**src/rtl/sram_arbiter.sv**
```systemverilog
// sram_arbiter: merges a FIFO-buffered pixel-write stream and LCD read requests onto the SRAM controller handshake.
// Define ARB_STARVE_GUARD_EN to force a write grant after three read grants that bypassed a pending write.
module sram_arbiter #(
    parameter int WFIFO_AW = 2,
    parameter int ADDR_W   = 19,
    parameter int DATA_W   = 16
) (
    input  logic              i_CLK,
    input  logic              i_RST,
    input  logic              i_Wr_Valid,
    input  logic [ADDR_W-1:0] i_Wr_Addr,
    input  logic [DATA_W-1:0] i_Wr_Data,
    output logic              o_Wr_Ready,
    input  logic              i_Rd_Req,
    input  logic [ADDR_W-1:0] i_Rd_Addr,
    output logic              o_Rd_Ready,
    output logic              o_Rd_Valid,
    output logic [DATA_W-1:0] o_Rd_Data,
    output logic              o_Idle,
    output logic              o_SRAM_Begin,
    output logic              o_SRAM_Write,
    output logic [ADDR_W-1:0] o_SRAM_Addr,
    output logic [DATA_W-1:0] o_SRAM_Data,
    input  logic [DATA_W-1:0] i_SRAM_Data,
    input  logic              i_SRAM_Ready
);
    localparam int DEPTH = 1 << WFIFO_AW;

    typedef enum logic [1:0] {S_IDLE, S_ISSUE, S_WAIT} state_t;

    state_t             state_q;
    logic [ADDR_W-1:0]  fifo_addr_q [DEPTH];
    logic [DATA_W-1:0]  fifo_data_q [DEPTH];
    logic [WFIFO_AW:0]  wptr_q, rptr_q, wptr_d, rptr_d;
    logic               fifo_empty, fifo_full, push;
    logic               rd_grant, wr_grant, arb_open, force_wr;
    logic               begin_q, write_q, rd_valid_q;
    logic [ADDR_W-1:0]  addr_q;
    logic [DATA_W-1:0]  data_q, rd_data_q;

    // Extra pointer MSB tells a full FIFO apart from an empty one.
    assign fifo_empty = (wptr_q == rptr_q);
    assign fifo_full  = (wptr_q[WFIFO_AW] != rptr_q[WFIFO_AW]) &&
                        (wptr_q[WFIFO_AW-1:0] == rptr_q[WFIFO_AW-1:0]);
    assign push       = i_Wr_Valid && !fifo_full;

`ifdef ARB_STARVE_GUARD_EN
    logic [1:0] starve_cnt_q;

    assign force_wr = (starve_cnt_q == 2'd3) && !fifo_empty;

    always_ff @(posedge i_CLK or posedge i_RST) begin
        if (i_RST) begin
            starve_cnt_q <= 2'd0;
        end else if (wr_grant) begin
            starve_cnt_q <= 2'd0;
        end else if (rd_grant && !fifo_empty) begin
            starve_cnt_q <= starve_cnt_q + 2'd1;
        end
    end
`else
    assign force_wr = 1'b0;
`endif

    assign arb_open   = (state_q == S_IDLE) && i_SRAM_Ready;
    assign o_Rd_Ready = arb_open && !force_wr;
    assign rd_grant   = o_Rd_Ready && i_Rd_Req;
    assign wr_grant   = arb_open && !fifo_empty && !rd_grant;

    assign wptr_d = wptr_q + {{WFIFO_AW{1'b0}}, push};
    assign rptr_d = rptr_q + {{WFIFO_AW{1'b0}}, wr_grant};

    always_ff @(posedge i_CLK or posedge i_RST) begin
        if (i_RST) begin
            wptr_q <= '0;
            rptr_q <= '0;
        end else begin
            wptr_q <= wptr_d;
            rptr_q <= rptr_d;
        end
    end

    always_ff @(posedge i_CLK) begin
        if (push) begin
            fifo_addr_q[wptr_q[WFIFO_AW-1:0]] <= i_Wr_Addr;
            fifo_data_q[wptr_q[WFIFO_AW-1:0]] <= i_Wr_Data;
        end
    end

    // S_IDLE arbitrates, S_ISSUE carries the Begin pulse, S_WAIT holds until the controller is Ready.
    always_ff @(posedge i_CLK or posedge i_RST) begin
        if (i_RST) begin
            state_q    <= S_IDLE;
            begin_q    <= 1'b0;
            write_q    <= 1'b0;
            addr_q     <= '0;
            data_q     <= '0;
            rd_valid_q <= 1'b0;
            rd_data_q  <= '0;
        end else begin
            begin_q    <= 1'b0;
            rd_valid_q <= 1'b0;
            case (state_q)
                S_IDLE: begin
                    if (rd_grant) begin
                        addr_q  <= i_Rd_Addr;
                        write_q <= 1'b0;
                        begin_q <= 1'b1;
                        state_q <= S_ISSUE;
                    end else if (wr_grant) begin
                        addr_q  <= fifo_addr_q[rptr_q[WFIFO_AW-1:0]];
                        data_q  <= fifo_data_q[rptr_q[WFIFO_AW-1:0]];
                        write_q <= 1'b1;
                        begin_q <= 1'b1;
                        state_q <= S_ISSUE;
                    end
                end
                S_ISSUE: state_q <= S_WAIT;
                S_WAIT: begin
                    if (i_SRAM_Ready) begin
                        state_q <= S_IDLE;
                        if (!write_q) begin
                            rd_data_q  <= i_SRAM_Data;
                            rd_valid_q <= 1'b1;
                        end
                    end
                end
                default: state_q <= S_IDLE;
            endcase
        end
    end

    assign o_Wr_Ready   = !fifo_full;
    assign o_Rd_Valid   = rd_valid_q;
    assign o_Rd_Data    = rd_data_q;
    assign o_Idle       = (state_q == S_IDLE) && fifo_empty && i_SRAM_Ready;
    assign o_SRAM_Begin = begin_q;
    assign o_SRAM_Write = write_q;
    assign o_SRAM_Addr  = addr_q;
    assign o_SRAM_Data  = data_q;

endmodule

```
**config.mk**
```make
export PLATFORM = sky130hd
export DESIGN_NAME = sram_arbiter
export DESIGN_NICKNAME = d
export VERILOG_FILES = /design/src/rtl/sram_arbiter.sv
export SDC_FILE = /design/constraint.sdc
export NUM_CORES = 1
export LEC_CHECK = 0
export BUFFER_PORTS_ARGS = -buffer_cell sky130_fd_sc_hd__buf_2
export CAP_MARGIN = 5
export CORE_ASPECT_RATIO = 0.9
export CORE_MARGIN = 2
export CORE_UTILIZATION = 23
export CTS_BUF_LIST = sky130_fd_sc_hd__clkbuf_16
export CTS_CLUSTER_DIAMETER = 40
export DETAILED_ROUTE_END_ITERATION = 10
export PLACE_DENSITY = 0.5
export SYNTH_ARGS = -nofsm -noshare
export SYNTH_HDL_FRONTEND = slang
export SYNTH_SLANG_ARGS = --single-unit
```
**constraint.sdc**
```tcl
create_clock -name i_CLK -period 5.4 [get_ports i_CLK]
set_input_delay 0.81 -clock i_CLK [delete_from_list [all_inputs] [get_ports i_CLK]]
set_output_delay 0.81 -clock i_CLK [all_outputs]
set_load 0.005 [all_outputs]
```
==> parameters.txt, run 1 <==
Parameter                              Value

STA
  Final TNS setup    0 ns
  Final number of max-transition violations    0
  Tmin final    2.90 ns
  Worst clock skew    0.0271 ns
  Setup repair after global routing missed its margin    no
  Highest attainable clock frequency    0.345 GHz
  Worst slew margin relative to its limit    33.3%
  Final Hold Viols    0
  Worst-margin pin slew    roughly 1 ns
  Finish-stage setup viols    0
  Ratio of final minimum period to clock period    53.7%

Global route
  Global-route wire length before repair    approximately 27,000 microns
  Vias in the first global route    4,411
  GRT overflow    0
  GRT Resource Usage Total    10.0%
  Largest net degree at the start of global routing    63
  Number of antenna violations at the first check in global routing    8

Job
  Total of max-cap violations    0

Detailed routing
  Number of vias after detailed routing    4,251
  Vias per Instance    4.01
  Antenna-violating nets left    0
  Count of TritonRoute iterations in the first routing pass    4
  Per-cell routed wire length    16.7 microns
  Remaining DRCs    0
  Total routed wirelength    ~18,000 microns
  Starting DRT DRC Count    264

Logic synthesis
  Area contributors post-synth    sky130_fd_sc_hd__edfxtp_1, sky130_fd_sc_hd__dfrtp_1, sky130_fd_sc_hd__mux4_2
  Number of flops mapped to enable cells by yosys    140
  Leading cell type by number of instances after synthesis    sky130_fd_sc_hd__edfxtp_1
  Gate count after technology mapping    419
  Share of async-settable or async-resettable flops after synthesis    ~31%
  Top cell types by occurrence after synthesis    sky130_fd_sc_hd__edfxtp_1, sky130_fd_sc_hd__dfrtp_1, sky130_fd_sc_hd__mux4_2, sky130_fd_sc_hd__mux2_2, sky130_fd_sc_hd__nor2_1
  Post-synthesis average cell area    between 15 and 20 sq um
  Total nets after synthesis    between 400 and 500
  Synthesized flop and latch total    202
  Fraction of synthesized cell area taken by the top area cell type    53.5%
  Cell accounting for the most synthesized area    sky130_fd_sc_hd__edfxtp_1
  Number of distinct library cell variants in the gate-level netlist after synthesis    35
  Area of the mapped netlist    0.00785 sq mm
  Synthesis Warnings    0
  Dominant synthesized flop cell    sky130_fd_sc_hd__edfxtp_1
  Share of synthesized area occupied by flip-flops and latches    approximately three quarters

Power
  PwrDens    597 mW/mm^2
  Static leakage power    a little under 4 nW
  Worst supply voltage drop on vdd    roughly 240 uV

Clock network
  Longest Clk Path Bufs    3
  CTS tree    yes
  Clk Latency, worst-skew pair    ~0.5 ns
  Maximum level of the CTS H-tree    2
  CTS Root Cell    sky130_fd_sc_hd__clkbuf_16
  Clock-pin slew reported for the worst setup and hold paths after clock tree synthesis    0.05 ns
  Number of setup buffers added after CTS    0
  Number of CTS-inserted buffers    34
  Cts-stage hold buffer count    0
  CTS resizes    0
  Clock net sink count    202

Place
  Final Wtd Congestion    0.675
  Number of input and output port buffers inserted    131
  Post-detail-place hpwl    11,300 microns

Worst hold path
  Type of the tightest min-delay check    reg -> reg

Floorplanning
  Chip Height    179 microns
  Initial standard-cell utilization of the core    23.2%
  Core area    0.0338 sq mm
  Cell Rows    64
  Number of I/O pins    132
  Die extent in x    199 microns
  Die Footprint    approximately 0.036 sq mm

Final layout
  Post-layout util    between 30% and 40%
  Fraction of layout cells with a size suffix above 1    46.6%
  Synth-to-Final Area Change    29.8%
  Number of nets in the layout    ~650

Critical path
  Worst Path Arrival    about 2.1 ns
  Category of the worst setup path capture point    output port
  Ordered cell list for the critical path    xor2_1 -> nand3b_2 -> nor2_1 -> buf_2
  Highest-delay cell along the critical path    sky130_fd_sc_hd__nand3b_2
  Number of buffer and inverter stages on the critical path    1
  Maximum fanout count along the critical path    24
  Cell family contributing the most delay on the critical path    simple AND/OR/NAND/NOR gates
  Delay of the slowest cell on the worst path    0.56 ns
  Crit Path Class    reg -> out
  Required time of the critical path    4.59 ns
  Type of origin of the critical path    flop

Outcome
  Result of the run    finished, final reports clean
-- metal layers --
metal / track usage (%) / share of wire (%)
met3: 4.03 / 7.9
met2: 14.6 / 44
met4: 4.14 / 2.8
met5: 0 / 0.21
met1: 13.3 / 45
-- power breakdown --
part | switching (W) | internal (W)
clock | 0.000785 | 0.00133
combinational | 0.000843 | 0.000772
sequential | 0.000184 | 0.00217
total | 0.00181 | 0.00427
-- final timing paths --
| check | startpoint | to | slack [ns] | depth (start not counted) |
|---|---|---|---|---|
| worst max register to register | wptr_q[0] | fifo_addr_q[0][18] | 2.85 | 4 |
| worst max-delay path | rptr_q[2] | o_Idle | 2.50 | 4 |
| worst min-delay path | wptr_q[2] | wptr_q[2] | 0.48 | 1 |
| min in group asynchronous | i_RST | o_SRAM_Data[9] | 0.56 | 3 |
| worst min register to register | wptr_q[2] | wptr_q[2] | 0.48 | 1 |
| max in group asynchronous | i_RST | rptr_q[0] | 4.24 | 3 |
-- flip-flops by register name (all words and copies together) (netlist names), 2 cells and up --
| register | flops |
|---|---|
| fifo_addr_q | 76 |
| fifo_data_q | 64 |
| o_Rd_Data | 16 |
| o_SRAM_Addr | 19 |
| o_SRAM_Data | 16 |
| rptr_q | 3 |
| state_q | 2 |
| wptr_q | 3 |
-- cells in the final DEF, fill, tap and decap left out, types with 18 or more instances in the layout --
master,instances
sky130_fd_sc_hd__nand3_1,20
sky130_fd_sc_hd__edfxtp_1,140
sky130_fd_sc_hd__nor2_1,20
sky130_fd_sc_hd__dfrtp_1,60
sky130_fd_sc_hd__mux4_2,35
sky130_fd_sc_hd__mux2_2,24
sky130_fd_sc_hd__inv_1,24
sky130_fd_sc_hd__o211ai_1,18
sky130_fd_sc_hd__buf_2,131
sky130_fd_sc_hd__a31oi_1,19
sky130_fd_sc_hd__clkbuf_16,34
-- stage by stage --
step                      cells  setup slack, ns  hold slack (ns)  total power (W)  cell area (sq um)
after detailed placement    995             2.57            0.479          0.00406               9030
after global routing       1058             2.31            0.494          0.00646              10200
final                      1061             2.50            0.485          0.00609              10200
after global placement      995             2.62            0.474          0.00405               9030
after floorplan             419             1.20            0.460          0.00347               7850
after CTS                  1057             2.42            0.483          0.00621              10200
-- logic make-up after synthesis --
group / count (synthesis) / share of synthesized area, %
xor+xnor: 5 / 0.749
buf+inv: 44 / 2.74
mux: 68 / 15.2
flops: 202 / 73.3
fa+ha+maj: 4 / 0.637
compound gates: 40 / 3.43
simple gates: 56 / 3.94
-- worst register-to-register path, cell delays in order, from the launching register on --
cell	delay, ns
sky130_fd_sc_hd__dfrtp_1	0.47
sky130_fd_sc_hd__xnor2_2	0.19
sky130_fd_sc_hd__a31oi_1	0.34
sky130_fd_sc_hd__nor3b_2	0.65
sky130_fd_sc_hd__buf_4	0.50
-- cell type report --
type,instances,area (sq um)
clock buffer,34,851
antenna,4,10.0
timing repair buffer,137,701
inverter,21,80.1
fill,3396,23600
tap,462,578
multi-input combinational,173,1910
sequential,202,5760
clock inverter,28,307
No activity file was read; power rests on OpenSTA's default activity.
==> run 2: changes to the inputs <==
clock period = 2.7 ns   (was 5.4 ns; I/O delays follow)
==> parameters.txt, run 2 (synthesis results as in run 1) <==
Parameter                              Value

Outcome
  Result of the run    finished, final reports clean

Global route
  GRT Resource Usage Total    10.4%
  Largest net degree at the start of global routing    37
  GRT overflow    0
  Number of antenna violations at the first check in global routing    4
  Vias in the first global route    4,539
  Global-route wire length before repair    27,400 microns

Detailed routing
  Number of vias after detailed routing    4,307
  Met1 Wirelength    8310 microns
  Antenna-violating nets left    0
  Vias per Instance    between 4 and 5
  Met3 wire len    1240 microns
  Starting DRT DRC Count    148
  Met2 wirelength from detailed routing    8100 microns
  Total routed wirelength    18,200 microns
  Highest metal used    met5
  Per-cell routed wire length    17.1 microns
  Count of TritonRoute iterations in the first routing pass    4
  Remaining DRCs    0

Floorplanning
  Core area    0.0338 sq mm
  Number of I/O pins    132
  Initial standard-cell utilization of the core    23.2%
  Cell Rows    64
  Die Footprint    0.0356 sq mm
  Die extent in x    199 microns
  Chip Height    179 microns

Critical path
  Delay of the slowest cell on the worst path    0.49 ns
  Ordered cell list for the critical path    xnor2_2 -> nand3b_2 -> buf_4 -> nor2_1 -> buf_2
  Setup slack of the worst register-to-register path    about 0.61 ns
  Crit Path Class    reg -> out
  Type of origin of the critical path    flop
  Required time of the critical path    2.30 ns
  Category of the worst setup path capture point    output port
  Highest-delay cell along the critical path    sky130_fd_sc_hd__dfrtp_1
  Maximum fanout count along the critical path    13
  Worst Path Arrival    approximately 2.1 ns

Power
  PwrDens    1170 mW/mm^2
  Static leakage power    slightly below 4 nW
  Worst supply voltage drop on vdd    between 500 and 600 uV

Clock network
  Longest Clk Path Bufs    3
  Maximum level of the CTS H-tree    1
  Number of setup buffers added after CTS    0
  Clk Latency, worst-skew pair    0.57 ns
  Clock net sink count    202
  Number of CTS-inserted buffers    31
  CTS tree    yes
  CTS Root Cell    sky130_fd_sc_hd__clkbuf_16
  Clock-pin slew reported for the worst setup and hold paths after clock tree synthesis    0.05 ns

Job
  Total of max-cap violations    0

STA
  Worst clock skew    0.0143 ns
  Final TNS setup    0 ns
  Finish-stage setup viols    0
  Final number of max-transition violations    0
  Worst-margin pin slew    0.765 ns
  Hold Slack    0.0568 ns
  Setup repair after global routing missed its margin    no
  Highest attainable clock frequency    just over 0.4 GHz
  Tmin final    2.47 ns
  Worst slew margin relative to its limit    49.0%
  Final Hold Viols    0
  Ratio of final minimum period to clock period    between 90 and 100%

Final layout
  Commonest non-fill, non-tap cells in the layout    sky130_fd_sc_hd__edfxtp_1, sky130_fd_sc_hd__buf_2, sky130_fd_sc_hd__dfrtp_1
  Most common cell after layout, fill and taps aside    sky130_fd_sc_hd__edfxtp_1
  Number of filler instances in the final layout    roughly 3,400
  Number of nets in the layout    around 660
  Fraction of layout cells with a size suffix above 1    46.9%
  Max reg flops    76
  Synth-to-Final Area Change    30.0%

Place
  Post-detail-place hpwl    between 10,000 and 15,000 microns
  Number of input and output port buffers inserted    between 100 and 150
  Final Wtd Congestion    0.688

Worst hold path
  Type of the tightest min-delay check    in -> reg
==> run 2: final timing paths <==
check / startpoint / end / depth (start not counted)
max: wptr_q[0] / o_Idle / 5
min: i_Wr_Addr[3] / fifo_addr_q[1][3] / 1
max reg2reg: wptr_q[0] / fifo_data_q[2][12] / 5
min reg2reg: wptr_q[2] / wptr_q[2] / 1
max in group asynchronous: i_RST / o_SRAM_Addr[10] / 4
min in group asynchronous: i_RST / o_Rd_Data[0] / 3
==> run 2: cell type report <==
| class | instances | area (sq um) | share of cell area [%] |
|---|---|---|---|
| Antenna cell | 1 | 2.50 | 0.0245 |
| Clock buffer | 31 | 776 | 7.60 |
| Clock inverter | 27 | 258 | 2.52 |
| Inverter | 21 | 78.8 | 0.772 |
| Multi-Input combinational cell | 173 | 1920 | 18.8 |
| Sequential cell | 202 | 5760 | 56.4 |
| Tap cell | 462 | 578 | 5.66 |
| Timing Repair Buffer | 147 | 841 | 8.24 |
==> run 2: per-layer routing <==
metal	vias to the layer above	global-route usage [%]
met4	6	3.42
li1	1970	-
met3	46	3.29
met2	130	16.2
met1	2155	13.8
met5	-	0
==> run 2: where the power goes <==
| group | total [W] | internal (W) | leakage, nW | switching [W] |
|---|---|---|---|---|
| clock network | 0.00388 | 0.00234 | 0.510 | 0.00153 |
| logic | 0.00335 | 0.00166 | 1.34 | 0.00169 |
| registers | 0.00474 | 0.00434 | 2.03 | 0.000403 |
| total | 0.0120 | 0.00834 | 3.88 | 0.00363 |
==> run 2: stage by stage <==
step,util (%),power [W],cells,cell area (sq um),setup WS (ns)
finish,30.2,0.0120,1064,10200,0.228
global route,30.2,0.0127,1063,10200,0.0915
CTS,30.2,0.0122,1063,10200,0.176
detailed placement,27.1,0.00826,1004,9160,0.605
global placement,27.1,0.00822,1004,9160,0.581
floorplan,-,0.00694,419,7870,0.300
==> run 2: repair_timing <==
action,4_1_cts,5_1_grt
resized for setup,0,0
hold endpoints to repair,21,0
hold buffers,1,0
setup endpoints to repair,0,0
==> run 2: critical path, delay by kind of cell, from the launching register on <==
kind | cells | cell delay (ns)
buffers and inverters | 2 | 0.41
AND/OR/NAND/NOR | 2 | 0.37
flip-flops | 1 | 0.49
XOR/XNOR | 1 | 0.23
